### config.mk
export PLATFORM = sky130hd
export DESIGN_NAME = debounce_sync
export DESIGN_NICKNAME = d
export VERILOG_FILES = /design/src/rtl/debounce_sync.sv
export SDC_FILE = /design/constraint.sdc
export NUM_CORES = 1
export LEC_CHECK = 0
export CAP_MARGIN = 20
export CORE_MARGIN = 2
export CORE_UTILIZATION = 55
export CTS_CLUSTER_DIAMETER = 80
export DETAILED_ROUTE_END_ITERATION = 7
export PLACE_DENSITY = 0.81
export RECOVER_POWER = 100
export SYNTH_ARGS = -nofsm -noshare
export SYNTH_HDL_FRONTEND = slang
export SYNTH_SLANG_ARGS = --single-unit
### constraint.sdc
create_clock -name clk -period 2.3 [get_ports clk]
set_input_delay 0.46 -clock clk [delete_from_list [all_inputs] [get_ports clk]]
set_output_delay 0.46 -clock clk [all_outputs]
set_load 0.05 [all_outputs]
### src/rtl/debounce_sync.sv
// Two-flop synchroniser followed by a four-state debounce filter.
// Produces a clean level, single-cycle rise/fall pulses and a wrapping rise counter.
module debounce_sync #(
    parameter int unsigned STABLE_CYCLES = 4
) (
    input  logic       clk,
    input  logic       reset,
    input  logic       d_raw,
    input  logic       en,
    output logic       level,
    output logic       rise,
    output logic       fall,
    output logic [7:0] edge_count
);

    typedef enum logic [1:0] {
        ST_LOW       = 2'd0,
        ST_WAIT_HIGH = 2'd1,
        ST_HIGH      = 2'd2,
        ST_WAIT_LOW  = 2'd3
    } state_t;

    localparam logic [7:0] STABLE_C = 8'(STABLE_CYCLES);

    logic       s1_q, s1_d;
    logic       s2_q, s2_d;
    state_t     state_q, state_d;
    logic [7:0] cnt_q, cnt_d;
    logic       level_q, level_d;
    logic       rise_q, rise_d;
    logic       fall_q, fall_d;
    logic [7:0] edge_count_q, edge_count_d;

    // Next-state logic: synchroniser always shifts, filter only advances when enabled
    always_comb begin
        s1_d         = d_raw;
        s2_d         = s1_q;
        state_d      = state_q;
        cnt_d        = cnt_q;
        level_d      = level_q;
        rise_d       = 1'b0;
        fall_d       = 1'b0;
        edge_count_d = edge_count_q;
        if (en) begin
            case (state_q)
                ST_LOW: begin
                    if (s2_q) begin
                        state_d = ST_WAIT_HIGH;
                        cnt_d   = 8'd1;
                    end else begin
                        cnt_d   = 8'd0;
                    end
                end
                ST_WAIT_HIGH: begin
                    if (!s2_q) begin
                        state_d = ST_LOW;
                        cnt_d   = 8'd0;
                    end else if (cnt_q >= STABLE_C) begin
                        // >= rather than == so a corrupted count still resolves
                        state_d      = ST_HIGH;
                        cnt_d        = 8'd0;
                        level_d      = 1'b1;
                        rise_d       = 1'b1;
                        edge_count_d = edge_count_q + 8'd1;
                    end else begin
                        cnt_d   = cnt_q + 8'd1;
                    end
                end
                ST_HIGH: begin
                    if (!s2_q) begin
                        state_d = ST_WAIT_LOW;
                        cnt_d   = 8'd1;
                    end else begin
                        cnt_d   = 8'd0;
                    end
                end
                ST_WAIT_LOW: begin
                    if (s2_q) begin
                        state_d = ST_HIGH;
                        cnt_d   = 8'd0;
                    end else if (cnt_q >= STABLE_C) begin
                        state_d = ST_LOW;
                        cnt_d   = 8'd0;
                        level_d = 1'b0;
                        fall_d  = 1'b1;
                    end else begin
                        cnt_d   = cnt_q + 8'd1;
                    end
                end
                default: begin
                    state_d = ST_LOW;
                    cnt_d   = 8'd0;
                    level_d = 1'b0;
                end
            endcase
        end else begin
            state_d = state_q;
            cnt_d   = cnt_q;
        end
    end

    // State and output registers with synchronous reset
    always_ff @(posedge clk) begin
        if (reset) begin
            s1_q         <= 1'b0;
            s2_q         <= 1'b0;
            state_q      <= ST_LOW;
            cnt_q        <= 8'd0;
            level_q      <= 1'b0;
            rise_q       <= 1'b0;
            fall_q       <= 1'b0;
            edge_count_q <= 8'd0;
        end else begin
            s1_q         <= s1_d;
            s2_q         <= s2_d;
            state_q      <= state_d;
            cnt_q        <= cnt_d;
            level_q      <= level_d;
            rise_q       <= rise_d;
            fall_q       <= fall_d;
            edge_count_q <= edge_count_d;
        end
    end

    assign level      = level_q;
    assign rise       = rise_q;
    assign fall       = fall_q;
    assign edge_count = edge_count_q;

endmodule

==> results of run 1 <==
power groups by stage:
stage                     sequential (W)  combinational [W]  clock (W)
final                           0.000403          0.0000197   0.000188
after global placement          0.000412          0.0000217          0
after detailed placement        0.000412          0.0000221          0
after floorplan                 0.000411          0.0000154          0
after CTS                       0.000403          0.0000221   0.000190
after global routing            0.000404          0.0000220   0.000201
kinds of logic after synthesis:
logic type / after synthesis / synth area share
AOI/OAI and AO/OA: 23 / 0.138
muxes: 2 / 0.0197
adders and majority gates: 3 / 0.0370
DFF: 23 / 0.454
buffers and inverters: 8 / 0.0567
and+or+nand+nor: 46 / 0.252
xor gates and xnor gates: 5 / 0.0432
cell type report:
cell class	count	area (um2)	area share
Multi-Input combinational cell	79	493	0.418
Sequential cell	23	460	0.391
Timing Repair Buffer	17	151	0.128
Tap cell	25	31.3	0.0265
Clock buffer	3	22.5	0.0191
Inverter	4	15.0	0.0127
Clock inverter	1	5.00	0.00425
cells in the final DEF, fill, tap and decap left out, drive strengths merged, types with 2 or more instances in the layout:
| cell | Yosys | layout |
|---|---|---|
| nor2b | 4 | 4 |
| inv | 4 | 4 |
| mux2i | 2 | 2 |
| xnor2 | 3 | 3 |
| or3 | 3 | 3 |
| and4 | 2 | 2 |
| a21oi | 11 | 11 |
| nor3b | 2 | 2 |
| xor2 | 2 | 2 |
| o31ai | 3 | 3 |
| dlygate4sd3 | 0 | 13 |
| clkbuf | 3 | 6 |
| nand3 | 7 | 7 |
| o21ai | 5 | 5 |
| nor2 | 9 | 9 |
| nand2 | 9 | 9 |
| dfxtp | 23 | 23 |
| or4 | 3 | 3 |
| ha | 3 | 3 |
sequential cells by signal, indices dropped and copies added (netlist names), named ones only:
signal,count
s2_q,1
fall,1
state_q,1
edge_count,8
level,1
cnt_q,8
rise,1
s1_q,1
through the flow:
step | util | worst slack (ps) | instance area (um2) | power [W]
2_1_floorplan | - | 649 | 1010 | 0.000427
3_3_place_gp | 0.675 | 248 | 1170 | 0.000433
3_5_place_dp | 0.675 | 194 | 1170 | 0.000434
4_1_cts | 0.691 | 245 | 1190 | 0.000615
5_1_grt | 0.683 | 106 | 1180 | 0.000627
6_report | 0.683 | 189 | 1180 | 0.000611
worst paths after layout:
kind / start / to / depth (start not counted)
setup / recovery: edge_count[2] / edge_count[2] / 1
hold / removal: s1_q / s2_q / 1
setup reg to reg: cnt_q[3] / edge_count[1] / 4
hold reg to reg: s1_q / s2_q / 1
routing by layer:
| metal | global-route usage | up-vias | wire, um |
|---|---|---|---|
| met4 | 0.100 | 0 | 17 |
| li1 | - | 423 | - |
| met1 | 0.254 | 373 | 927 |
| met2 | 0.301 | 20 | 828 |
| met3 | 0.0231 | 2 | 62 |
| met5 | 0 | - | 0 |
==> metrics, run 1 <==
final setup violating endpoints 0; crit path kind reg -> out; crit path cell chain dlygate4sd3_1; Commonest cells post-synth 23 x dfxtp_1, 11 x a21oi_1, 9 x nand2_1, 9 x nor2_1, 7 x nand3_1; top cells by area in the synthesized netlist dfxtp_1 45%, a21oi_1 5.4%, ha_1 3.7%; share of power burned in combinational logic 0.032; final net count roughly 140; final sum of negative setup slack 0 ps; proportion of register bits with asynchronous set or reset after synthesis 0; arrival time of data at the critical path endpoint between 1500 and 2000 ps; non-filler cells in the finished layout 152; Cell Int Power around 0.00047 W; kind of cell adding the most delay to the critical path buffers and inverters; portion of the post-synthesis area used by sequential elements 0.454; chip width around 47 um; worst IR drop on VDD about 400 uV; cells after synthesis 110; hold_buf cts 0; normalized max-slew margin 0.444; starting density of the core 0.588; clock tree skew after final layout roughly 5.2 ps; wire length of the first global-routing pass ~3000 um; Syn Area/Cell 9.22 um2; number of buffers added by the clock tree synthesis step 3; highest fanout seen on the critical path 6; number of filler cells placed in the layout around 150; number of antenna violations at the first check in global routing 0; y dimension of the die roughly 47 um; post-route fraction of the period consumed by the critical path 0.918; Final Max Slew Viols 0; leakage power total 0.461 nW; count of standard-cell rows 15; crit end category primary output; path class of the lowest-slack min-delay path reg -> reg; number of buffers and inverters on the critical path 1; warning count from the yosys run 0; max incr delay on CP 900 ps; Placed Instances about 150; final routed wirelength across all metal layers 1840 um; total net switching power 0.000137 W; fraction of final layout cells with drive strength greater than 1 0.0630; remaining antenna violation count after routing 0; transition time at the pin with the least slew margin ~830 ps; FF-to-FF setup slack 230 ps; count of different cell masters after synthesis 34; maximum operating frequency approximately 0.47 GHz; DRC violation count after routing 0; All-Layer GR Usage 0.190; most frequent cell after synthesis dfxtp_1; number of synthesized flops with an enable pin 0; highest-delay cell along the critical path dlygate4sd3_1; post-CTS setup-driven buffer insertion count 0; 1st-pass router iterations 4; number of vias per cell approximately 5.4; number of max-cap violations 0; clock-pin slew on the worst setup and hold paths roughly 130 ps; total clock sinks 23; total die area roughly 0.0022 mm2; startpoint type of the worst setup path flop; layout-stage area growth over the synthesis result 16.2%; I/O pin total 15; number of failing hold endpoints at the final stage 0; Routed WL per cell about 12 um; Crit path required time between 1500 and 2000 ps; clock power share 0.308; clk buf depth 2; pin count of the biggest net entering global routing 19; Cell Pwr Density approximately 520 mW/mm2; number of diodes 0; TritonCTS clock tree done; Initial DRC Count 15; CTS resizes 0; Remaining Overflow, GRT 0; switch share 0.224; Flop pwr share 0.660; area of the placeable core roughly 0.0017 mm2; result of the run complete, no violations; Synth top area share 0.454; vias post-DR 818; gp weighted congestion roughly 0.81; register bit total from synthesis 23; summed instance area of the synthesized netlist a little over 0.001 mm2; hold_ws 463 ps; post-synthesis cell type with the largest combined area dfxtp_1; setup repair after global routing missed its margin false; Post-Synthesis Net Count around 120; Root Buffer clkbuf_4; dpl hpwl between 1000 and 1500 um; number of levels the H-tree was split into 1; Clk Latency, worst-skew pair just over 300 ps; leading register cell type out of synthesis dfxtp_1; number of buffers inserted by port buffering 14; vias in the first global route 719; shortest clock period the worst path allows after layout between 2000 and 2500 ps
Power figures use the tool's default switching activity.
==> run 2, diff against run 1 <==
Settings changed: CORE_UTILIZATION 55 to 46, PLACE_DENSITY 0.81 to 0.72.
Clock period 2.3 ns to 1.85 ns, I/O delays scaled along.
==> run 2 against run 1 <==
Non-clock buffer count increased by 3. Critical path depth stayed put. Die area is 18% higher. Sequential power rose by 24%. Clock power is 19% higher. Combinational power up 32%. Hold slack worse by 13 ps. Design area down 3.8%. Sequential share of layout area up 1.6 points. Power is 23% higher. Global-route usage fell by 3.2 points. First-iteration DRC count is 47% lower. Critical path type unchanged. Largest cell class unchanged. Highest routed layer unchanged.
==> metrics, run 2 (synthesis results as in run 1) <==
FF-to-FF Start cnt_q[3]; kind of cell adding the most delay to the critical path buffers and inverters; layout-stage area growth over the synthesis result 11.7%; final setup violating endpoints 0 (unchanged); y dimension of the die 51.0 um (+8.6%); vias post-DR 844 (+3.2%); clk buf depth 2 (unchanged); Routed WL per cell 11.6 um (-4.1%); Cell Pwr Density 661 mW/mm2 (+28%); number of buffers and inverters on the critical path 1 (unchanged); max incr delay on CP 790 ps (-110 ps); hold_ws 450 ps (-12.9 ps); fraction of final layout cells with drive strength greater than 1 0.0615 (-0.00145); hold_buf cts 0 (unchanged); highest-delay cell along the critical path clkdlybuf4s50_1; transition time at the pin with the least slew margin 604 ps (-225 ps); result of the run complete, no violations; Critical Path Source rise; number of max-cap violations 0 (unchanged); area of the placeable core 0.00215 mm2 (+24%); final cell area excluding filler cells 0.00113 mm2 (-3.8%); post-CTS setup-driven buffer insertion count 0 (unchanged); total die area 0.00260 mm2 (+18%); HP Start s1_q; shortest clock period the worst path allows after layout 1790 ps; worst IR drop on VDD 361 uV (-8.1%); crit path kind reg -> out; number of levels the H-tree was split into 1 (unchanged); DRC violation count after routing 0 (unchanged); Initial DRC Count 8 (-7); final sum of negative setup slack 0 ps (unchanged); number of buffers inserted by port buffering 14 (unchanged); Clk Latency, worst-skew pair 310 ps (about the same); number of vias per cell 5.34 (-0.74%); startpoint type of the worst setup path flop; leakage power total 0.404 nW (-12%); number of diodes 0 (unchanged); All-Layer GR Usage 0.158 (-0.0318); arrival time of data at the critical path endpoint 1420 ps (-230 ps); gp weighted congestion 0.812 (+0.67%); dpl hpwl 1380 um (+1.3%); clock-pin slew on the worst setup and hold paths 120 ps (about the same); total power draw 0.000750 W (+23%); 1st-pass router iterations 4 (unchanged); highest fanout seen on the critical path 1 (-5); total clock sinks 23 (unchanged); crit path cell chain clkdlybuf4s50_1; number of antenna violations at the first check in global routing 0 (unchanged); number of buffers added by the clock tree synthesis step 3 (unchanged); number of failing hold endpoints at the final stage 0 (unchanged); starting density of the core 0.472 (-0.115); wire length of the first global-routing pass 3070 um (+3.0%); pin count of the biggest net entering global routing 13 (-6); normalized max-slew margin 0.599 (+0.155); Post-DP Area 0.00117 mm2 (+0.32%); Crit path required time 1480 ps (-360 ps); final routed wirelength across all metal layers 1830 um (-0.33%); count of standard-cell rows 17 (+2); maximum operating frequency 0.558 GHz; path class of the lowest-slack min-delay path reg -> reg; Final Max Slew Viols 0 (unchanged); chip width 51.0 um (+8.6%); Root Buffer clkbuf_4; most frequent standard cell in the layout excluding fill and tap cells dfxtp_1; post-route fraction of the period consumed by the critical path 0.969; I/O pin total 15 (unchanged); number of filler cells placed in the layout 221 (+45%); most used cells in the layout excluding fill and tap cells 23 x dfxtp_1, 16 x clkbuf_1, 11 x a21oi_1; clock tree skew after final layout 6.91 ps (+1.69 ps); final net count 138 (+2.2%); Remaining Overflow, GRT 0 (unchanged); remaining antenna violation count after routing 0 (unchanged); TritonCTS clock tree done; crit end category primary output; setup repair after global routing missed its margin false; vias in the first global route 772 (+7.4%)
-- run 2: path summary, 6_finish.rpt --
kind	endpoint	slack [ps]	cells after the start
worst min register to register	s2_q	450	1
worst max-delay path	rise	60	1
worst min-delay path	s2_q	450	1
worst max register to register	edge_count[1]	130	5
-- run 2: power breakdown --
group | leakage, nW | internal [W] | switching [W]
clock | 0.0150 | 0.0000842 | 0.000139
sequential | 0.186 | 0.000498 | 0.00000258
combinational | 0.204 | 0.0000107 | 0.0000153
total | 0.404 | 0.000593 | 0.000157
-- run 2: cell type report --
type                            count  area [um2]  area share
Multi-Input combinational cell     79         493       0.435
Sequential cell                    23         460       0.406
Timing Repair Buffer               20         104      0.0916
Tap cell                           28        35.0      0.0309
Clock buffer                        4        26.3      0.0232
Inverter                            4        15.0      0.0132
-- run 2: stage by stage --
stage / instances / utilization / setup WS, ps
2_1_floorplan: 110 / - / 199
3_3_place_gp: 154 / 0.545 / -23.7
3_5_place_dp: 154 / 0.545 / -54.5
4_1_cts: 158 / 0.557 / 38.4
5_1_grt: 158 / 0.528 / 9.26
6_report: 158 / 0.528 / 56.7
-- run 2: timing repair --
action	in CTS	in global routing
resized for setup	0	1
setup endpoints to repair	0	1
endpoints found under the hold margin	0	0
-- run 2: metal layers --
metal	GRT usage	routed length, um	part of all wire	vias up
li1	-	-	-	428
met1	0.184	810	0.44	389
met2	0.260	891	0.49	23
met3	0.0351	91	0.050	4
met4	0.104	37	0.020	0
met5	0	0	0	-
